File: src/rtl/serial_adder.sv
// Bit-serial adder/subtractor: one full-adder cell and a carry flop walk the
// operands LSB first, one bit per clock, under a start/busy/done handshake.
//
// state | meaning
// IDLE  | waiting for start; outputs hold the last result
// RUN   | one operand bit processed per edge, LSB first
// DONE  | one-cycle done pulse; a new start is accepted here as in IDLE
module serial_adder #(
    parameter int WIDTH = 8
) (
    input  logic             clk,
    input  logic             rst_n,
    input  logic             start,
    input  logic             sub,
    input  logic [WIDTH-1:0] a,
    input  logic [WIDTH-1:0] b,
    input  logic             cin,
    output logic             busy,
    output logic             done,
    output logic [WIDTH-1:0] s,
    output logic             cout,
    output logic             ovf
);

    localparam int CW = $clog2(WIDTH) + 1;
    localparam logic [CW-1:0] LAST_BIT = CW'(WIDTH - 1);

    typedef enum logic [1:0] {
        IDLE = 2'd0,
        RUN  = 2'd1,
        DONE = 2'd2
    } state_t;

    state_t           state_q, state_d;
    logic [WIDTH-1:0] a_sh_q, a_sh_d;
    logic [WIDTH-1:0] b_sh_q, b_sh_d;
    logic [WIDTH-1:0] r_sh_q, r_sh_d;
    logic             carry_q, carry_d;
    logic [CW-1:0]    cnt_q, cnt_d;
    logic [WIDTH-1:0] s_q, s_d;
    logic             cout_q, cout_d;
    logic             ovf_q, ovf_d;
    logic             busy_q, busy_d;
    logic             done_q, done_d;

    logic             sum_bit;
    logic             carry_nx;
    logic [WIDTH-1:0] r_next;

    // Full-adder cell on the current LSBs; the sum bit enters the result at the MSB
    always_comb begin
        sum_bit  = a_sh_q[0] ^ b_sh_q[0] ^ carry_q;
        carry_nx = (a_sh_q[0] & b_sh_q[0]) | (a_sh_q[0] & carry_q) | (b_sh_q[0] & carry_q);
        r_next   = (r_sh_q >> 1) | (WIDTH'(sum_bit) << (WIDTH - 1));
    end

    // Next-state and datapath: subtraction is a + ~b + ~cin, so cout reads as not-borrow
    always_comb begin
        state_d = state_q;
        a_sh_d  = a_sh_q;
        b_sh_d  = b_sh_q;
        r_sh_d  = r_sh_q;
        carry_d = carry_q;
        cnt_d   = cnt_q;
        s_d     = s_q;
        cout_d  = cout_q;
        ovf_d   = ovf_q;
        case (state_q)
            IDLE, DONE: begin
                if (start) begin
                    a_sh_d  = a;
                    b_sh_d  = sub ? ~b : b;
                    carry_d = cin ^ sub;
                    r_sh_d  = '0;
                    cnt_d   = '0;
                    state_d = RUN;
                end else begin
                    state_d = IDLE;
                end
            end
            RUN: begin
                a_sh_d  = a_sh_q >> 1;
                b_sh_d  = b_sh_q >> 1;
                r_sh_d  = r_next;
                carry_d = carry_nx;
                cnt_d   = cnt_q + 1'b1;
                if (cnt_q == LAST_BIT) begin
                    s_d     = r_next;
                    cout_d  = carry_nx;
                    ovf_d   = carry_q ^ carry_nx;
                    state_d = DONE;
                end
            end
            default: state_d = IDLE;
        endcase
        busy_d = (state_d == RUN);
        done_d = (state_d == DONE);
    end

    // State and output registers; reset discards any operation in flight
    always_ff @(posedge clk or negedge rst_n) begin
        if (!rst_n) begin
            state_q <= IDLE;
            a_sh_q  <= '0;
            b_sh_q  <= '0;
            r_sh_q  <= '0;
            carry_q <= 1'b0;
            cnt_q   <= '0;
            s_q     <= '0;
            cout_q  <= 1'b0;
            ovf_q   <= 1'b0;
            busy_q  <= 1'b0;
            done_q  <= 1'b0;
        end else begin
            state_q <= state_d;
            a_sh_q  <= a_sh_d;
            b_sh_q  <= b_sh_d;
            r_sh_q  <= r_sh_d;
            carry_q <= carry_d;
            cnt_q   <= cnt_d;
            s_q     <= s_d;
            cout_q  <= cout_d;
            ovf_q   <= ovf_d;
            busy_q  <= busy_d;
            done_q  <= done_d;
        end
    end

    assign busy = busy_q;
    assign done = done_q;
    assign s    = s_q;
    assign cout = cout_q;
    assign ovf  = ovf_q;

endmodule

File: config.mk
export PLATFORM = sky130hd
export DESIGN_NAME = serial_adder
export DESIGN_NICKNAME = d
export VERILOG_FILES = /design/src/rtl/serial_adder.sv
export SDC_FILE = /design/constraint.sdc
export NUM_CORES = 1
export LEC_CHECK = 0
export BUFFER_PORTS_ARGS = -buffer_cell sky130_fd_sc_hd__clkbuf_2
export CORE_AREA = 8 8 71 73
export DETAILED_ROUTE_END_ITERATION = 7
export DIE_AREA = 0 0 79 81
export GPL_TIMING_DRIVEN = 1
export PLACE_DENSITY = 0.73
export SLEW_MARGIN = 20
export SYNTH_ARGS = -nofsm -noshare
export SYNTH_HDL_FRONTEND = slang
export SYNTH_SLANG_ARGS = --single-unit
File: constraint.sdc
create_clock -name clk -period 1.3 [get_ports clk]
set_input_delay 0.26 -clock clk [delete_from_list [all_inputs] [get_ports clk]]
set_output_delay 0.26 -clock clk [all_outputs]
set_load 0.02 [all_outputs]
Word level (Yosys, flattened, before mapping)
Cells that the tools add are included.

Add/sub/neg operators: 1. Reduce and logical (&&, ||, !) cells: 5. Bitwise gates (word level): 11. Muxes and demuxes: 14. Equality and inequality tests: 6.

Operator list (number): $pmux 8 s2 (3); $mux 8 (4); $not 8->8 (1); $or 7x8->8 (1); $pmux 4 s2 (1); $add 4x1->4 const B (1); $eq 2x1->1 const B (2); $eq 2x2->1 const B (2); $eq 4x3->1 const B (1); $mux 4 (1); $pmux 2 s2 (1); $reduce_and 2->1 (2); $xor 1x1->1 (4); $and 1x1->1 (3); $logic_not 2->1 (1); $mux 1 (2); $mux 2 (1); $ne 2x2->1 const B (1); $or 1x1->1 (2); $pmux 1 s2 (1); $reduce_bool 2->1 (1); $reduce_or 2->1 (1).

Logic and storage cells: 48. Bits in registers: 43. Input port bits: 21.

Longest topological paths before layout
Depth after elaboration: 4. Depth in mapped cells: 5. Gate-level depth less buffers: 4.

Worst setup path before layout
No wires, ideal clock.

Kind: register -> register. Start point: reg cnt_q[0]. End point: reg ovf_q, in the netlist ovf. Period minus slack after synthesis: 1.437 ns. Cell stages (with the launch flop): 6. Required time: 1.175 ns. Arrival time: 1.312 ns. Setup slack: -0.137 ns. Cell sequence: dfrtp_1 -> ha_1 -> nand2_1 -> nor3_4 -> buf_6 -> mux2_4.

Word-level cells in the longest chain between the ends: 2.

Ends and longest elaborated chain: from (decl) (line 39) `logic [CW-1:0] cnt_q, cnt_d;`; from (signal assigned) (line 120) `cnt_q <= cnt_d;`; $eq 4x3->1 (line 87) `if (cnt_q == LAST_BIT) begin`; $reduce_and 2->1 (no source line); to (signal assigned) (line 123) `ovf_q <= ovf_d;`; to (decl) (line 42) `logic ovf_q, ovf_d;`.

Every way passes these cells. A chain may end at the register's enable or synchronous reset.

Worst setup path after layout
Start point: reg cnt_q[1]. End point: reg s_q[2], in the netlist s[2].

Word-level cells in the longest chain between the ends: 2.

Ends and longest elaborated chain: $eq 4x3->1 (line 87); $reduce_and 2->1 (no source line); to (signal assigned) (line 109) `s_q <= '0;`; to (signal assigned) (line 121) `s_q <= s_d;`; to (decl) (line 40) `logic [WIDTH-1:0] s_q, s_d;`.

Every way passes these cells.

==> flow_results.org <==
** Status
- Result of the run :: finished with violations
- Violated checks :: negative setup slack

** Global routing
- Via count of the first global-routing pass :: 1456
- Global router's overall resource usage :: 0.129
- The number of antenna violations at the first check in global routing was 0.
- After global routing the overflow that remains totals 0.
- Maximum number of pins on one net before global-route repair :: 28
- Wire length of the first global-routing pass :: 6490 um

** Worst setup path
- Endpoint required time on the critical path :: 1.49 ns
- STA classifies the critical path endpoint as a flip-flop.
- Type of the setup path with the least slack :: reg -> reg
- In this run the worst setup path terminates at s[2].
- For the worst setup path, the data arrival time is 1.57 ns.
- Series of cell instances along the critical path :: ha_2 -> nand2_4 -> nor3_4 -> buf_12 -> mux2_4
- Worst-case register-to-register setup slack :: -0.08 ns
- Reg2Reg Capture Point :: s[2]
- Along the worst path, the maximum fanout reaches 9.
- Measured in cells, the most critical reg-to-reg path has a length of 5.
- In this run the critical register-to-register path is launched from cnt_q[1].
- CP max-delay cell :: dfrtp_1
- CP peak stage delay :: 0.36 ns
- The worst setup path is launched from a flip-flop.
- Critical Path Start :: cnt_q[1]

** Yosys
- The biggest area contributor in the post-synthesis netlist is dfrtp_1.
- Post-synth top area share :: 0.566
- By count the netlist is led by dfrtp_1 (42), a22o_1 (10), nand2_1 (10), xnor2_1 (10).
- Number of storage elements in the synthesis netlist :: 42
- Cell variety after synth :: 30
- Primary flip-flop cell chosen by synthesis mapping :: dfrtp_1
- Post-Synthesis Cells :: 144
- The Yosys step of the flow raised 0 warnings.
- The average instance in the mapped netlist occupies 12.9 um^2.
- Sorting the synthesized cells by area gives the leading types as dfrtp_1 (57%), mux2_4 (5.7%), a22o_1 (4.7%).
- The most common cell in the synthesized netlist is dfrtp_1.
- Syn Nets :: 167
- The share of the Yosys chip area taken by registers is 0.566.
- Post-synthesis instance area :: 1860 um^2
- In this run, synthesis inferred 0 flip-flops with an integrated enable.
- Of all flip-flops after synthesis, the portion carrying an async set or reset was 1.00.

** Layout
- Of the cells placed in the final design, the portion with a size suffix greater than 1 is 0.417.
- Share of the core filled with cells in the final layout :: 0.619
- The net count of the finished layout is 226.
- The repair_antennas step left the layout with diodes totalling 0.
- After filler insertion, the fill cell instance count of the layout stands at 341.
- Layout-stage area growth over the synthesis result :: 30.5%

** Routing
- Dividing the detail-routed wire length by the instance count gives 15.4 um.
- In this run the remaining antenna-violating nets after routing total 0.
- Initial drt markers :: 49
- Detailed-route wire length :: 3910 um
- Summing over every cut layer, the via total after detailed routing is 1331.
- In the routed layout, each cell is associated on average with a via count of 5.24.
- Drc violations :: 0
- Total iterations of the first detailed-routing run :: 4

** Floorplanning
- The initialized floorplan defines 23 standard-cell rows.
- Die boundary height :: 81 um
- Overall die width :: 79 um
- Die outline area :: 6400 um^2
- The floorplan step defined a core boundary enclosing 3910 um^2.
- Starting utilization of the core area :: 0.474
- Top-level I/O count :: 33

** Placed design
- Placer's final routability congestion estimate :: 0.795
- Detailed Place HPWL :: 2800 um
- In this run the tool buffered the top-level ports with 32 buffer cells.

** Pwr
- Switching fraction of total power :: 0.348
- In this run the power density over the cells is 2460 nW/um^2.
- Part of the total power dissipated in the clock network :: 0.175
- Internal power comes to 3.89 mW.
- For this design the static power due to leakage is 1.20 nW.
- VDD sags by at most 1.12 mV.
- Of the total power, registers draw 0.375.
- In this run the power spent charging and discharging nets is 2.07 mW.
- Combinational Power Share :: 0.450

** STA
- Measured against its own limit, the worst slew margin works out to 0.707.
- Setup Skew :: 0.00422 ns
- The worst path in the final design needs a cycle of 1.38 ns, including I/O delays and setup.
- Across all setup checks in the final design, the least slack found is -0.0782 ns.
- Setup TNS :: -0.885 ns
- The hold violation total from the final report came to 0.
- Setup repair after global routing could not meet its margin everywhere.
- Worst-Margin Slew :: 0.440 ns
- Count of final max-slew check failures :: 0
- Hold Slack :: 0.184 ns
- Final cycle utilization of the critical path :: 1.06
- Static timing analysis puts the maximum clock frequency at 726 MHz.
- Setup violations remaining at the end of the flow were counted as 17.

** Clock network
- Worst-case clock buffer depth :: 2
- TritonCTS clock tree :: built
- H-tree lvl count :: 2
- After clock tree synthesis, the clock-pin slew on the worst setup and hold paths is 0.08 ns.
- Root Buffer Master :: clkbuf_8
- In this run, CTS created clock tree buffers numbering 5.
- The tree built by TritonCTS fans out to 42 sinks.
- For the worst-skew pair, the clock arrives at the later sink with an insertion delay of 0.30 ns.

** Run
- Max-cap violations :: 0

** Min path
- Path class of the lowest-slack min-delay path :: in -> reg
==> critical path: cells and delay by family, from the launching register on <==
family / cells / cell delay [ns]
mux: 1 / 0.30
fa+ha+maj: 1 / 0.21
buf+inv: 1 / 0.17
flops: 1 / 0.36
simple gates: 2 / 0.23
==> power groups by stage <==
| stage | clock network [mW] | registers (mW) | logic (mW) |
|---|---|---|---|
| after floorplan | 0 | 2.38 | 1.53 |
| after global placement | 0 | 2.22 | 2.41 |
| after detailed placement | 0 | 2.25 | 2.49 |
| after CTS | 1.06 | 2.23 | 2.61 |
| after global routing | 1.11 | 2.31 | 2.93 |
| final | 1.04 | 2.24 | 2.68 |
==> placed cells by master, fill, tap and decap left out, drive strengths merged, types with 2 or more instances in the layout <==
| cell | instances |
|---|---|
| mux2 | 8 |
| xnor2 | 10 |
| nand2b | 2 |
| nand3 | 7 |
| clkbuf | 38 |
| nor2 | 9 |
| a221o | 8 |
| buf | 29 |
| dfrtp | 42 |
| a22o | 10 |
| mux2i | 4 |
| inv | 5 |
| nor3 | 3 |
| nand2 | 10 |
| and2b | 2 |
| a22oi | 6 |
==> state kept, by name, summed over array words and instances, names as in the netlist <==
signal,cells
cout,1
a_sh_q,8
ovf,1
carry_q,1
busy,1
cnt_q,4
s,8
state_q,2
r_sh_q,7
done,1
b_sh_q,8
==> final cells by class <==
| cell class | instances | area [um^2] | area share |
|---|---|---|---|
| tap | 50 | 62.6 | 0.0258 |
| timing repair buffer | 62 | 440 | 0.182 |
| clock inverter | 2 | 37.5 | 0.0155 |
| clock buffer | 6 | 72.6 | 0.0300 |
| inverter | 5 | 18.8 | 0.00775 |
| sequential | 42 | 1050 | 0.434 |
| multi-input combinational | 87 | 739 | 0.305 |
==> per-stage QoR <==
| stage | cells | power, mW | area, um^2 | setup WS [ns] |
|---|---|---|---|---|
| after floorplan | 144 | 3.91 | 1870 | -0.0591 |
| after global placement | 238 | 4.63 | 2220 | -0.0573 |
| after detailed placement | 238 | 4.74 | 2220 | -0.0971 |
| after CTS | 252 | 5.90 | 2380 | -0.0789 |
| after global routing | 254 | 6.35 | 2420 | -0.145 |
| final | 254 | 5.96 | 2420 | -0.0782 |
==> routing by layer <==
layer	GRT usage	vias to the layer above	share of wire
li1	-	627	-
met3	0.0442	6	0.063
met1	0.159	654	0.44
met2	0.205	44	0.48
met5	0	-	0
met4	0.0500	0	0.016
==> what timing repair did <==
item                                    4_1_cts  5_1_grt
setup buffers                                 5        2
endpoints found under the setup margin       13       21
resized for setup                             2        6
hold endpoints to repair                     15        0
hold buffers                                  1        0
pin swaps                                     1        0
==> logic make-up (layout without fill, tap and decap cells) <==
| family | after synthesis | in the layout | synth area share |
|---|---|---|---|
| muxes | 12 | 12 | 0.0842 |
| and+or+nand+nor | 35 | 35 | 0.104 |
| AOI/OAI and AO/OA | 27 | 27 | 0.127 |
| DFF | 42 | 42 | 0.566 |
| adders and majority gates | 2 | 2 | 0.0175 |
| buffers and inverters | 15 | 75 | 0.0499 |
| xor gates and xnor gates | 11 | 11 | 0.0519 |
==> worst min-delay path by stage <==
stage               startpoint         to  slack (ns)  cells after the start
detailed placement       rst_n       s[1]        0.22                      1
finish                    a[5]  a_sh_q[5]        0.18                      3
global placement         rst_n       s[1]        0.20                      1
CTS                       a[5]  a_sh_q[5]        0.18                      3
global route              a[6]  a_sh_q[6]        0.18                      3
floorplan                rst_n  a_sh_q[0]       -0.04                      0
Note: power is estimated with default switching activity, not from simulation.
